[src/rtl/lbp_pkg.sv]
// Shared definitions for the LBP sequencing controller: FSM states,
// window geometry and the neighbour-to-code-bit map.
package lbp_pkg;

  typedef enum logic [2:0] {
    IDLE,
    READ,
    LAST,
    WRITE,
    DONE
  } state_t;

  localparam int WIN_SIZE = 9;
  localparam int CENTRE   = 4;

  // Code bit b takes its neighbour from window index NBR_IDX[b]; the centre is skipped.
  localparam int NBR_IDX [8] = '{0, 1, 2, 3, 5, 6, 7, 8};

  function automatic logic [1:0] win_dr(input logic [3:0] k);
    case (k)
      4'd0, 4'd1, 4'd2: win_dr = 2'd0;
      4'd3, 4'd4, 4'd5: win_dr = 2'd1;
      default:          win_dr = 2'd2;
    endcase
  endfunction

  function automatic logic [1:0] win_dc(input logic [3:0] k);
    case (k)
      4'd0, 4'd3, 4'd6: win_dc = 2'd0;
      4'd1, 4'd4, 4'd7: win_dc = 2'd1;
      default:          win_dc = 2'd2;
    endcase
  endfunction

endpackage

[src/rtl/step_counter.sv]
// Up-counter with enable and synchronous clear to a configurable value;
// reset also loads the clear value.
module step_counter #(
  parameter int           W       = 4,
  parameter logic [W-1:0] CLR_VAL = '0
) (
  input  logic         clk,
  input  logic         rst,
  input  logic         en,
  input  logic         clr,
  output logic [W-1:0] q
);

  always_ff @(posedge clk or posedge rst) begin
    if (rst) begin
      q <= CLR_VAL;
    end else if (clr) begin
      q <= CLR_VAL;
    end else if (en) begin
      q <= q + W'(1);
    end
  end

endmodule

[src/rtl/lbp_ctrl.sv]
// LBP sequencing controller: scans interior pixels, fetches each 3x3 window
// from image memory and writes the 8-bit LBP code to result memory.
module lbp_ctrl
  import lbp_pkg::*;
#(
  parameter int IMG_W = 128,
  parameter int AW    = 14,
  parameter int DW    = 8
) (
  input  logic          clk,
  input  logic          rst,
  input  logic          gray_ready,
  output logic          gray_req,
  output logic [AW-1:0] gray_addr,
  input  logic [DW-1:0] gray_data,
  output logic          lbp_valid,
  output logic [AW-1:0] lbp_addr,
  output logic [7:0]    lbp_data,
  output logic          finish
);

  localparam int RW = $clog2(IMG_W);

  state_t          state;
  logic [RW-1:0]   row;
  logic [RW-1:0]   col;
  logic [3:0]      k;
  logic [DW-1:0]   g   [WIN_SIZE];
  logic [DW-1:0]   win [WIN_SIZE];
  logic [7:0]      code;

  logic            start;
  logic            k_last;
  logic            last_col;
  logic            last_pix;
  logic [RW-1:0]   nrow;
  logic [RW-1:0]   ncol;

  logic            k_en, k_clr;
  logic            col_en, col_clr;
  logic            row_en, row_clr;

  function automatic logic [AW-1:0] win_addr(input logic [RW-1:0] r,
                                             input logic [RW-1:0] c,
                                             input logic [3:0]    kk);
    logic [RW-1:0] ar;
    logic [RW-1:0] ac;
    ar = r + RW'(win_dr(kk)) - RW'(1);
    ac = c + RW'(win_dc(kk)) - RW'(1);
    return AW'({ar, ac});
  endfunction

  assign start    = (state == IDLE) && gray_ready;
  assign k_last   = (k == 4'(WIN_SIZE - 1));
  assign last_col = (col == RW'(IMG_W - 2));
  assign last_pix = last_col && (row == RW'(IMG_W - 2));
  assign nrow     = last_col ? row + RW'(1) : row;
  assign ncol     = last_col ? RW'(1) : col + RW'(1);

  assign k_en    = (state == READ);
  assign k_clr   = (state != READ) || k_last;
  assign col_en  = (state == WRITE);
  assign col_clr = start || ((state == WRITE) && last_col);
  assign row_en  = (state == WRITE) && last_col;
  assign row_clr = start;

  step_counter #(.W(4), .CLR_VAL(4'd0)) u_step (
    .clk (clk),
    .rst (rst),
    .en  (k_en),
    .clr (k_clr),
    .q   (k)
  );

  step_counter #(.W(RW), .CLR_VAL(RW'(1))) u_col (
    .clk (clk),
    .rst (rst),
    .en  (col_en),
    .clr (col_clr),
    .q   (col)
  );

  step_counter #(.W(RW), .CLR_VAL(RW'(1))) u_row (
    .clk (clk),
    .rst (rst),
    .en  (row_en),
    .clr (row_clr),
    .q   (row)
  );

  // In LAST the final neighbour is still on gray_data, so the code uses it directly.
  always_comb begin
    for (int i = 0; i < WIN_SIZE - 1; i++) begin
      win[i] = g[i];
    end
    win[WIN_SIZE-1] = gray_data;
    code = '0;
    for (int b = 0; b < 8; b++) begin
      code[b] = (win[NBR_IDX[b]] >= win[CENTRE]);
    end
  end

  // Outputs are registered one edge ahead so they line up with the state they belong to.
  always_ff @(posedge clk or posedge rst) begin
    if (rst) begin
      state     <= IDLE;
      gray_req  <= 1'b0;
      gray_addr <= '0;
      lbp_valid <= 1'b0;
      lbp_addr  <= '0;
      lbp_data  <= '0;
      finish    <= 1'b0;
      for (int i = 0; i < WIN_SIZE; i++) begin
        g[i] <= '0;
      end
    end else begin
      case (state)
        IDLE: begin
          if (gray_ready) begin
            state     <= READ;
            gray_req  <= 1'b1;
            gray_addr <= '0;
          end
        end
        READ: begin
          if (k != 4'd0) begin
            g[k - 4'd1] <= gray_data;
          end
          if (k_last) begin
            state    <= LAST;
            gray_req <= 1'b0;
          end else begin
            gray_addr <= win_addr(row, col, k + 4'd1);
          end
        end
        LAST: begin
          g[WIN_SIZE-1] <= gray_data;
          state         <= WRITE;
          lbp_valid     <= 1'b1;
          lbp_addr      <= AW'({row, col});
          lbp_data      <= code;
        end
        WRITE: begin
          lbp_valid <= 1'b0;
          if (last_pix) begin
            state  <= DONE;
            finish <= 1'b1;
          end else begin
            state     <= READ;
            gray_req  <= 1'b1;
            gray_addr <= win_addr(nrow, ncol, 4'd0);
          end
        end
        DONE: begin
          finish <= 1'b1;
        end
        default: begin
          state <= IDLE;
        end
      endcase
    end
  end

endmodule

[config.mk]
export PLATFORM = sky130hd
export DESIGN_NAME = lbp_ctrl
export DESIGN_NICKNAME = d
export VERILOG_FILES = /design/src/rtl/lbp_pkg.sv /design/src/rtl/step_counter.sv /design/src/rtl/lbp_ctrl.sv
export SDC_FILE = /design/constraint.sdc
export NUM_CORES = 1
export LEC_CHECK = 0
export CAP_MARGIN = 20
export CORE_UTILIZATION = 36
export CTS_BUF_LIST = sky130_fd_sc_hd__clkbuf_8 sky130_fd_sc_hd__clkbuf_16
export DETAILED_ROUTE_END_ITERATION = 10
export PLACE_DENSITY = 0.61
export SLEW_MARGIN = 15
export SYNTH_ARGS = -nofsm -noshare
export SYNTH_HDL_FRONTEND = slang
export SYNTH_HIERARCHICAL = 1
export SYNTH_SLANG_ARGS = --single-unit
export TNS_END_PERCENT = 1
[constraint.sdc]
create_clock -name clk -period 4.3 [get_ports clk]
set_input_delay 0.86 -clock clk [delete_from_list [all_inputs] [get_ports clk]]
set_output_delay 0.86 -clock clk [all_outputs]
set_load 0.02 [all_outputs]
==> results of run 1 <==
cells by family after synthesis:
| logic type | after synthesis | synth area share [%] |
|---|---|---|
| AO/OA/AOI/OAI | 156 | 13.2 |
| XOR/XNOR | 41 | 4.75 |
| adder cells (fa/ha/maj) | 94 | 15.7 |
| buffers and inverters | 71 | 3.97 |
| flip-flops | 124 | 41.0 |
| multiplexers | 62 | 9.19 |
| AND/OR/NAND/NOR | 182 | 12.1 |
Yosys cell counts (all sizes together) (2+ instances only):
cell	instances	area (um2)
nand3	17	85.1
mux2i	5	50.1
dfstp	2	52.6
nand4	10	62.6
a31oi	4	25.0
inv	47	176
nor4	2	12.5
ha	92	1150
a21o	28	210
a211oi	11	82.6
buf	10	71.3
o21a	2	15.0
clkbuf	14	52.6
nor2	58	220
fa	2	40.0
mux2	57	646
o31ai	2	15.0
o221ai	3	26.3
xor2	13	114
or2	2	12.5
dfrtp	122	3050
a211o	2	17.5
o211ai	2	15.0
nor3b	4	57.6
nor3	5	25.0
nand3b	4	42.5
o21ai	42	210
a22o	8	70.1
xnor2	28	245
nand2b	11	68.8
o22ai	2	12.5
a21oi	36	180
o21bai	3	22.5
a22oi	4	30.0
nor2b	5	31.3
and3	2	12.5
or3	9	56.3
nand2	48	180
metrics by stage:
step                cell area (um2)  setup WS (ns)  total power [W]  instances  hold WS, ns
global placement               8330           1.24          0.00585       1029        0.455
floorplan                      7570          0.651          0.00494        730        0.450
CTS                            8910           1.15          0.00741       1061        0.471
detailed placement             8330           1.17          0.00594       1029        0.456
finish                         8910           1.14          0.00733       1061        0.465
global route                   8910          0.892          0.00802       1061        0.490
power by group through the flow:
stage	Sequential [W]	Clock, W	Combinational [W]
after floorplan	0.00216	0	0.00277
after global placement	0.00216	0	0.00369
after detailed placement	0.00217	0	0.00377
after CTS	0.00216	0.00144	0.00381
after global routing	0.00224	0.00150	0.00429
final	0.00215	0.00142	0.00376
cell type report:
type	instances	area, um2
well taps	270	338
multi-input cells	535	4170
flip-flops and latches	124	3110
fillers	1953	11500
inverters	47	179
clock buffers	19	453
repair buffers	53	533
clock inverters	13	126
worst max-delay path, stage by stage (launching register included):
cell and delay, ns:
sky130_fd_sc_hd__dfrtp_1 0.61, sky130_fd_sc_hd__ha_1 0.35, sky130_fd_sc_hd__nand4_1 0.56, sky130_fd_sc_hd__nor3_1 0.64, sky130_fd_sc_hd__a2111oi_4 0.08, sky130_fd_sc_hd__buf_4 0.26
sky130_fd_sc_hd__nand2_1 0.21, sky130_fd_sc_hd__nor2_1 0.06, sky130_fd_sc_hd__mux2_4 0.27
worst max-delay path by stage:
stage	from	endpoint	slack, ns
2_1_floorplan	rst	finish	0.65
3_3_place_gp	u_col/q[2]	u_step/q[3]	1.24
3_5_place_dp	u_col/q[2]	u_step/q[3]	1.17
4_1_cts	u_col/q[2]	u_step/q[3]	1.15
5_1_grt	u_col/q[2]	u_step/q[3]	0.89
6_report	u_col/q[2]	u_step/q[3]	1.14
state kept, by name (all words and copies together) (netlist names):
register / count
state: 3
finish: 1
g: 64
gray_addr: 14
gray_req: 1
lbp_data: 8
lbp_valid: 1
u_step/q: 4
lbp_addr: 14
u_row/q: 7
u_col/q: 7
routing by layer:
layer,vias to the layer above,part of all wire (%),track usage (%)
met1,2613,47,22.1
met4,0,1.5,5.72
li1,2682,-,-
met3,16,2.8,3.57
met2,62,48,28.2
met5,-,0,0
==> results_dict.tcl, run 1 <==
set metrics [dict create \
    tightest_slew_ns 0.642 \
    holdCritPathClass "reg -> reg" \
    cts_resized 0 \
    total_leakage_power_nw 4.11 \
    critical_path.startpoint_type "flop" \
    grt_use_total_pct 17.0 \
    placementRows 52 \
    rsz0062_at_grt "false" \
    hold_viol_final 0 \
    number_of_antenna_violations_at_the_first_check_in_global_routing 0 \
    internal_power_w 0.00446 \
    clock.fmax_mhz 316 \
    final.setup_skew_ns 0.00901 \
    io_buffer_count 49 \
    avgSynthCellArea_um2 10.4 \
    reg_to_reg_setup_timing_slack_ns 1.14 \
    detailedRoute.firstIterationViolations 253 \
    post_drt_wl_per_cell_um 16.0 \
    first_pass_grt_wire_length_um 28800 \
    synth_seq_cells 124 \
    mostFrequentLayoutCell "sky130_fd_sc_hd__dfrtp_1" \
    drt-total-wl_um 16900 \
    setup_viol 0 \
    hold_path_depth 1 \
    power.share.clock_pct 19.3 \
    cts_tree "done" \
    post-route-period-util_pct 73.5 \
    maxCapViolations 0 \
    fp.coreArea_mm2 0.0204 \
    synth_top_flop_cell "sky130_fd_sc_hd__dfrtp_1" \
    post_synth_inst_count 730 \
    synthToLayoutAreaGrowth_pct 17.7 \
    top_level_ports 50 \
    cts.reportedPaths.clkPinSlew_ns 0.06 \
    drc 0 \
    drv_slew 0 \
    timing.setup.critical_path_class "reg -> reg" \
    layout_common_cells "122 x sky130_fd_sc_hd__dfrtp_1, 92 x sky130_fd_sc_hd__ha_1, 57 x sky130_fd_sc_hd__nor2_1" \
    timing.critical_path.to_type "flop" \
    die_w_um 147 \
    design.die.area_mm2 0.0216 \
    synth_async_sr_flop_share_pct 100 \
    initial_core_util_pct 37.0 \
    synth.yosys.seq_area_share_pct 41.0 \
    p_seq_share_pct 29.4 \
    grt_max_degree 73 \
    crit_arrival_ns 3.47 \
    cts_inserted_buffers 17 \
    clkSinkCount 124 \
    via_count_of_the_first_global_routing_pass 5506 \
    worst_hold_path.endpoint "finish" \
    cp_data_required_time_ns 4.61 \
    overflow 0 \
    timing.slew.headroom_pct 57.1 \
    die_y_um 147 \
    cts-hold-fix-buffers 0 \
    run_status "finished, final reports clean" \
    count_of_flip_flops_with_a_built_in_enable_after_synthesis 0 \
    min_period_ns 3.16 \
    synthesis.area_mm2 0.00757 \
    cts_htree_levels 4 \
    drive_above_1_share_pct 13.1 \
    total_switching_power_w 0.00287 \
    antenna_violating_nets_post_route 0 \
    cts_post_setup_buffers_inserted 0 \
    crit_path_max_fanout 30 \
    viasPerCell 5.06 \
    fraction_of_the_core_area_covered_by_cells_at_the_end_of_the_flow_pct 43.6 \
    cts_root_buffer "sky130_fd_sc_hd__clkbuf_16" \
    hpwlAfterDp_um 11800 \
    worstReg2RegStart "u_col/q[2]" \
    weighted_congestion_at_the_end_of_routability_driven_global_placement 0.873 \
    insertedDiodeCount 0 \
    firstDrtPassIters 4 \
    clk-insertion-delay-late_ns 0.43 \
    peakVddDrop_uv 386 \
    hp-start "finish" \
    pwr_density_cell_mw_per_mm2 823 \
    swShare_pct 39.2 \
    nNetsFinal 883 \
    post_synth_num_cell_types 58 \
    clockBufferDepth 2 \
    timing.rr.end "u_step/q[3]" \
    ff2ff_path_depth 8 \
    fin_tns_setup_ns 0 \
    yosys_warnings 6 \
    vias 5373 \
    comb_power_share_pct 51.3 \
    synth_fp_nets 835 \
]
(Power assumes the default switching activity.)
==> run 2, diff against run 1 <==
--- a/config.mk
+++ b/config.mk
@@ -9,7 +9,7 @@
 export CORE_UTILIZATION = 36
 export CTS_BUF_LIST = sky130_fd_sc_hd__clkbuf_8 sky130_fd_sc_hd__clkbuf_16
 export DETAILED_ROUTE_END_ITERATION = 10
-export PLACE_DENSITY = 0.61
+export PLACE_DENSITY = 0.63
 export SLEW_MARGIN = 15
 export SYNTH_ARGS = -nofsm -noshare
 export SYNTH_HDL_FRONTEND = slang
==> constraint.sdc (replaced) <==
create_clock -name clk -period 2.9 [get_ports clk]
set_input_delay 0.58 -clock clk [delete_from_list [all_inputs] [get_ports clk]]
set_output_delay 0.58 -clock clk [all_outputs]
set_load 0.02 [all_outputs]
==> run 2 against run 1 <==
- core utilization up 0.79 points
- final cell count grew 2.2%
- hold slack improved by 0.011 ns
- maximum frequency is 21% higher
- design area rose by 1.8%
- global-route usage is 0.28 points higher
- flip-flop and latch count stayed put
- critical endpoint is now gray_addr[12]
- highest routed layer unchanged
==> results_dict.tcl, run 2 (synthesis gave the netlist of run 1 again) <==
set metrics [dict create \
    initial_core_util_pct 37.0 \
    nNetsFinal 907 \
    fin_tns_setup_ns 0 \
    vias 5512 \
    clk-insertion-delay-late_ns 0.42 \
    clockBufferDepth 2 \
    first_pass_grt_wire_length_um 29400 \
    via_count_of_the_first_global_routing_pass 5679 \
    final.setup_skew_ns 0.0106 \
    p_seq_share_pct 28.2 \
    die_w_um 147 \
    synthToLayoutAreaGrowth_pct 19.9 \
    power.share.clock_pct 18.3 \
    largest_register_by_flop_count "g" \
    fp.coreArea_mm2 0.0204 \
    mostFrequentLayoutCell "sky130_fd_sc_hd__dfrtp_1" \
    hold_viol_final 0 \
    total_leakage_power_nw 4.23 \
    die_y_um 147 \
    fraction_of_the_core_area_covered_by_cells_at_the_end_of_the_flow_pct 44.4 \
    timing.setup.critical_path_class "reg -> reg" \
    total_switching_power_w 0.00426 \
    hpwlAfterDp_um 12500 \
    io_buffer_count 49 \
    post_drt_wl_per_cell_um 16.0 \
    antenna_violating_nets_post_route 0 \
    cts_htree_levels 4 \
    grt_max_degree 49 \
    min_period_ns 2.61 \
    swShare_pct 39.0 \
    timing.critical_path.to_type "flop" \
    drt-total-wl_um 17400 \
    crit_path_max_fanout 13 \
    crit_arrival_ns 2.90 \
    drv_slew 0 \
    drc 0 \
    largestRegisters "g x64, gray_addr x14, lbp_addr x14" \
    comb_power_share_pct 53.5 \
    number_of_antenna_violations_at_the_first_check_in_global_routing 0 \
    post-route-period-util_pct 90.1 \
    design.die.area_mm2 0.0216 \
    peakVddDrop_uv 590 \
    weighted_congestion_at_the_end_of_routability_driven_global_placement 0.879 \
    overflow 0 \
    cts_inserted_buffers 17 \
    layout_common_cells "120 x sky130_fd_sc_hd__dfrtp_1, 92 x sky130_fd_sc_hd__ha_1, 57 x sky130_fd_sc_hd__nor2_1" \
    largest_register_ffs 64 \
    critical_path.startpoint_type "flop" \
    insertedDiodeCount 0 \
    drive_above_1_share_pct 15.5 \
    pwr_density_cell_mw_per_mm2 1200 \
    setup_viol 0 \
    top_level_ports 50 \
    cts.reportedPaths.clkPinSlew_ns 0.05 \
    cts_root_buffer "sky130_fd_sc_hd__clkbuf_16" \
    cts_tree "done" \
    grt_use_total_pct 17.3 \
    viasPerCell 5.08 \
    detailedRoute.firstIterationViolations 225 \
    maxCapViolations 0 \
    cp_data_required_time_ns 3.19 \
    holdCritPathClass "reg -> reg" \
    run_status "finished, final reports clean" \
    rsz0062_at_grt "false" \
    internal_power_w 0.00666 \
    clock.fmax_mhz 383 \
    tightest_slew_ns 0.572 \
    clkSinkCount 124 \
    firstDrtPassIters 4 \
    placementRows 52 \
    timing.slew.headroom_pct 61.9 \
    cts-hold-fix-buffers 0 \
]
-- run 2: routing by layer --
metal  up-vias  global-route usage (%)  routed length, um
met4         0                    5.72                251
met5         -                       0                  0
met3        23                    3.57                457
met2        70                    28.7               8360
met1      2687                    22.4               8290
li1       2732                       -                  -
-- run 2: worst max-delay path, cell delays in order (launching register included) --
cell                      delay (ns)
sky130_fd_sc_hd__dfrtp_1        0.51
sky130_fd_sc_hd__nor2_1         0.20
sky130_fd_sc_hd__nor2b_1        0.06
sky130_fd_sc_hd__o22ai_1        0.17
sky130_fd_sc_hd__ha_1           0.25
sky130_fd_sc_hd__inv_1          0.06
sky130_fd_sc_hd__ha_1           0.19
sky130_fd_sc_hd__inv_1          0.06
sky130_fd_sc_hd__fa_1           0.40
sky130_fd_sc_hd__inv_1          0.07
sky130_fd_sc_hd__a21o_1         0.10
sky130_fd_sc_hd__a21oi_1        0.07
sky130_fd_sc_hd__xnor2_1        0.12
sky130_fd_sc_hd__a22oi_1        0.14
sky130_fd_sc_hd__a21oi_1        0.08
-- run 2: final timing paths --
path | slack, ns | end | depth (start not counted) | start
worst max-delay path | 0.29 | gray_addr[12] | 14 | u_step/q[1]
worst min-delay path | 0.48 | lbp_addr[8] | 2 | lbp_addr[8]
worst max register to register | 0.29 | gray_addr[12] | 14 | u_step/q[1]
worst min register to register | 0.48 | lbp_addr[8] | 2 | lbp_addr[8]
max in group asynchronous | 1.65 | g[63] | 3 | rst
min in group asynchronous | 0.58 | u_step/q[3] | 2 | rst
-- run 2: metrics by stage --
stage                     instances  cell area [um2]  power (W)  hold WS, ns  setup WS, ns
after global routing           1084             9070     0.0119        0.498       0.00219
after floorplan                 730             7570    0.00732        0.346         0.235
final                          1084             9070     0.0109        0.476         0.289
after global placement         1053             8520    0.00878        0.455         0.365
after CTS                      1084             9070     0.0110        0.482         0.234
after detailed placement       1053             8520    0.00893        0.470         0.244
-- run 2: cell type report --
type / count / area [um2]
multi-input combinational: 535 / 4170
clock inverter: 14 / 119
clock buffer: 17 / 425
sequential: 124 / 3110
tap: 270 / 338
timing repair buffer: 77 / 726
inverter: 47 / 180
fill: 1962 / 11400
-- run 2: power groups by stage --
stage          clock network [W]  registers, W  logic, W
3_5_place_dp                   0       0.00310   0.00583
2_1_floorplan                  0       0.00321   0.00411
3_3_place_gp                   0       0.00307   0.00571
4_1_cts                  0.00204       0.00308   0.00590
6_report                 0.00200       0.00308   0.00584
5_1_grt                  0.00211       0.00319   0.00663
-- run 2: what timing repair did --
| action | 4_1_cts | 5_1_grt |
|---|---|---|
| gates resized for setup | 0 | 2 |
| setup endpoints to repair | 0 | 1 |
| buffers inserted | 0 | 0 |
| hold endpoints to repair | 0 | 0 |
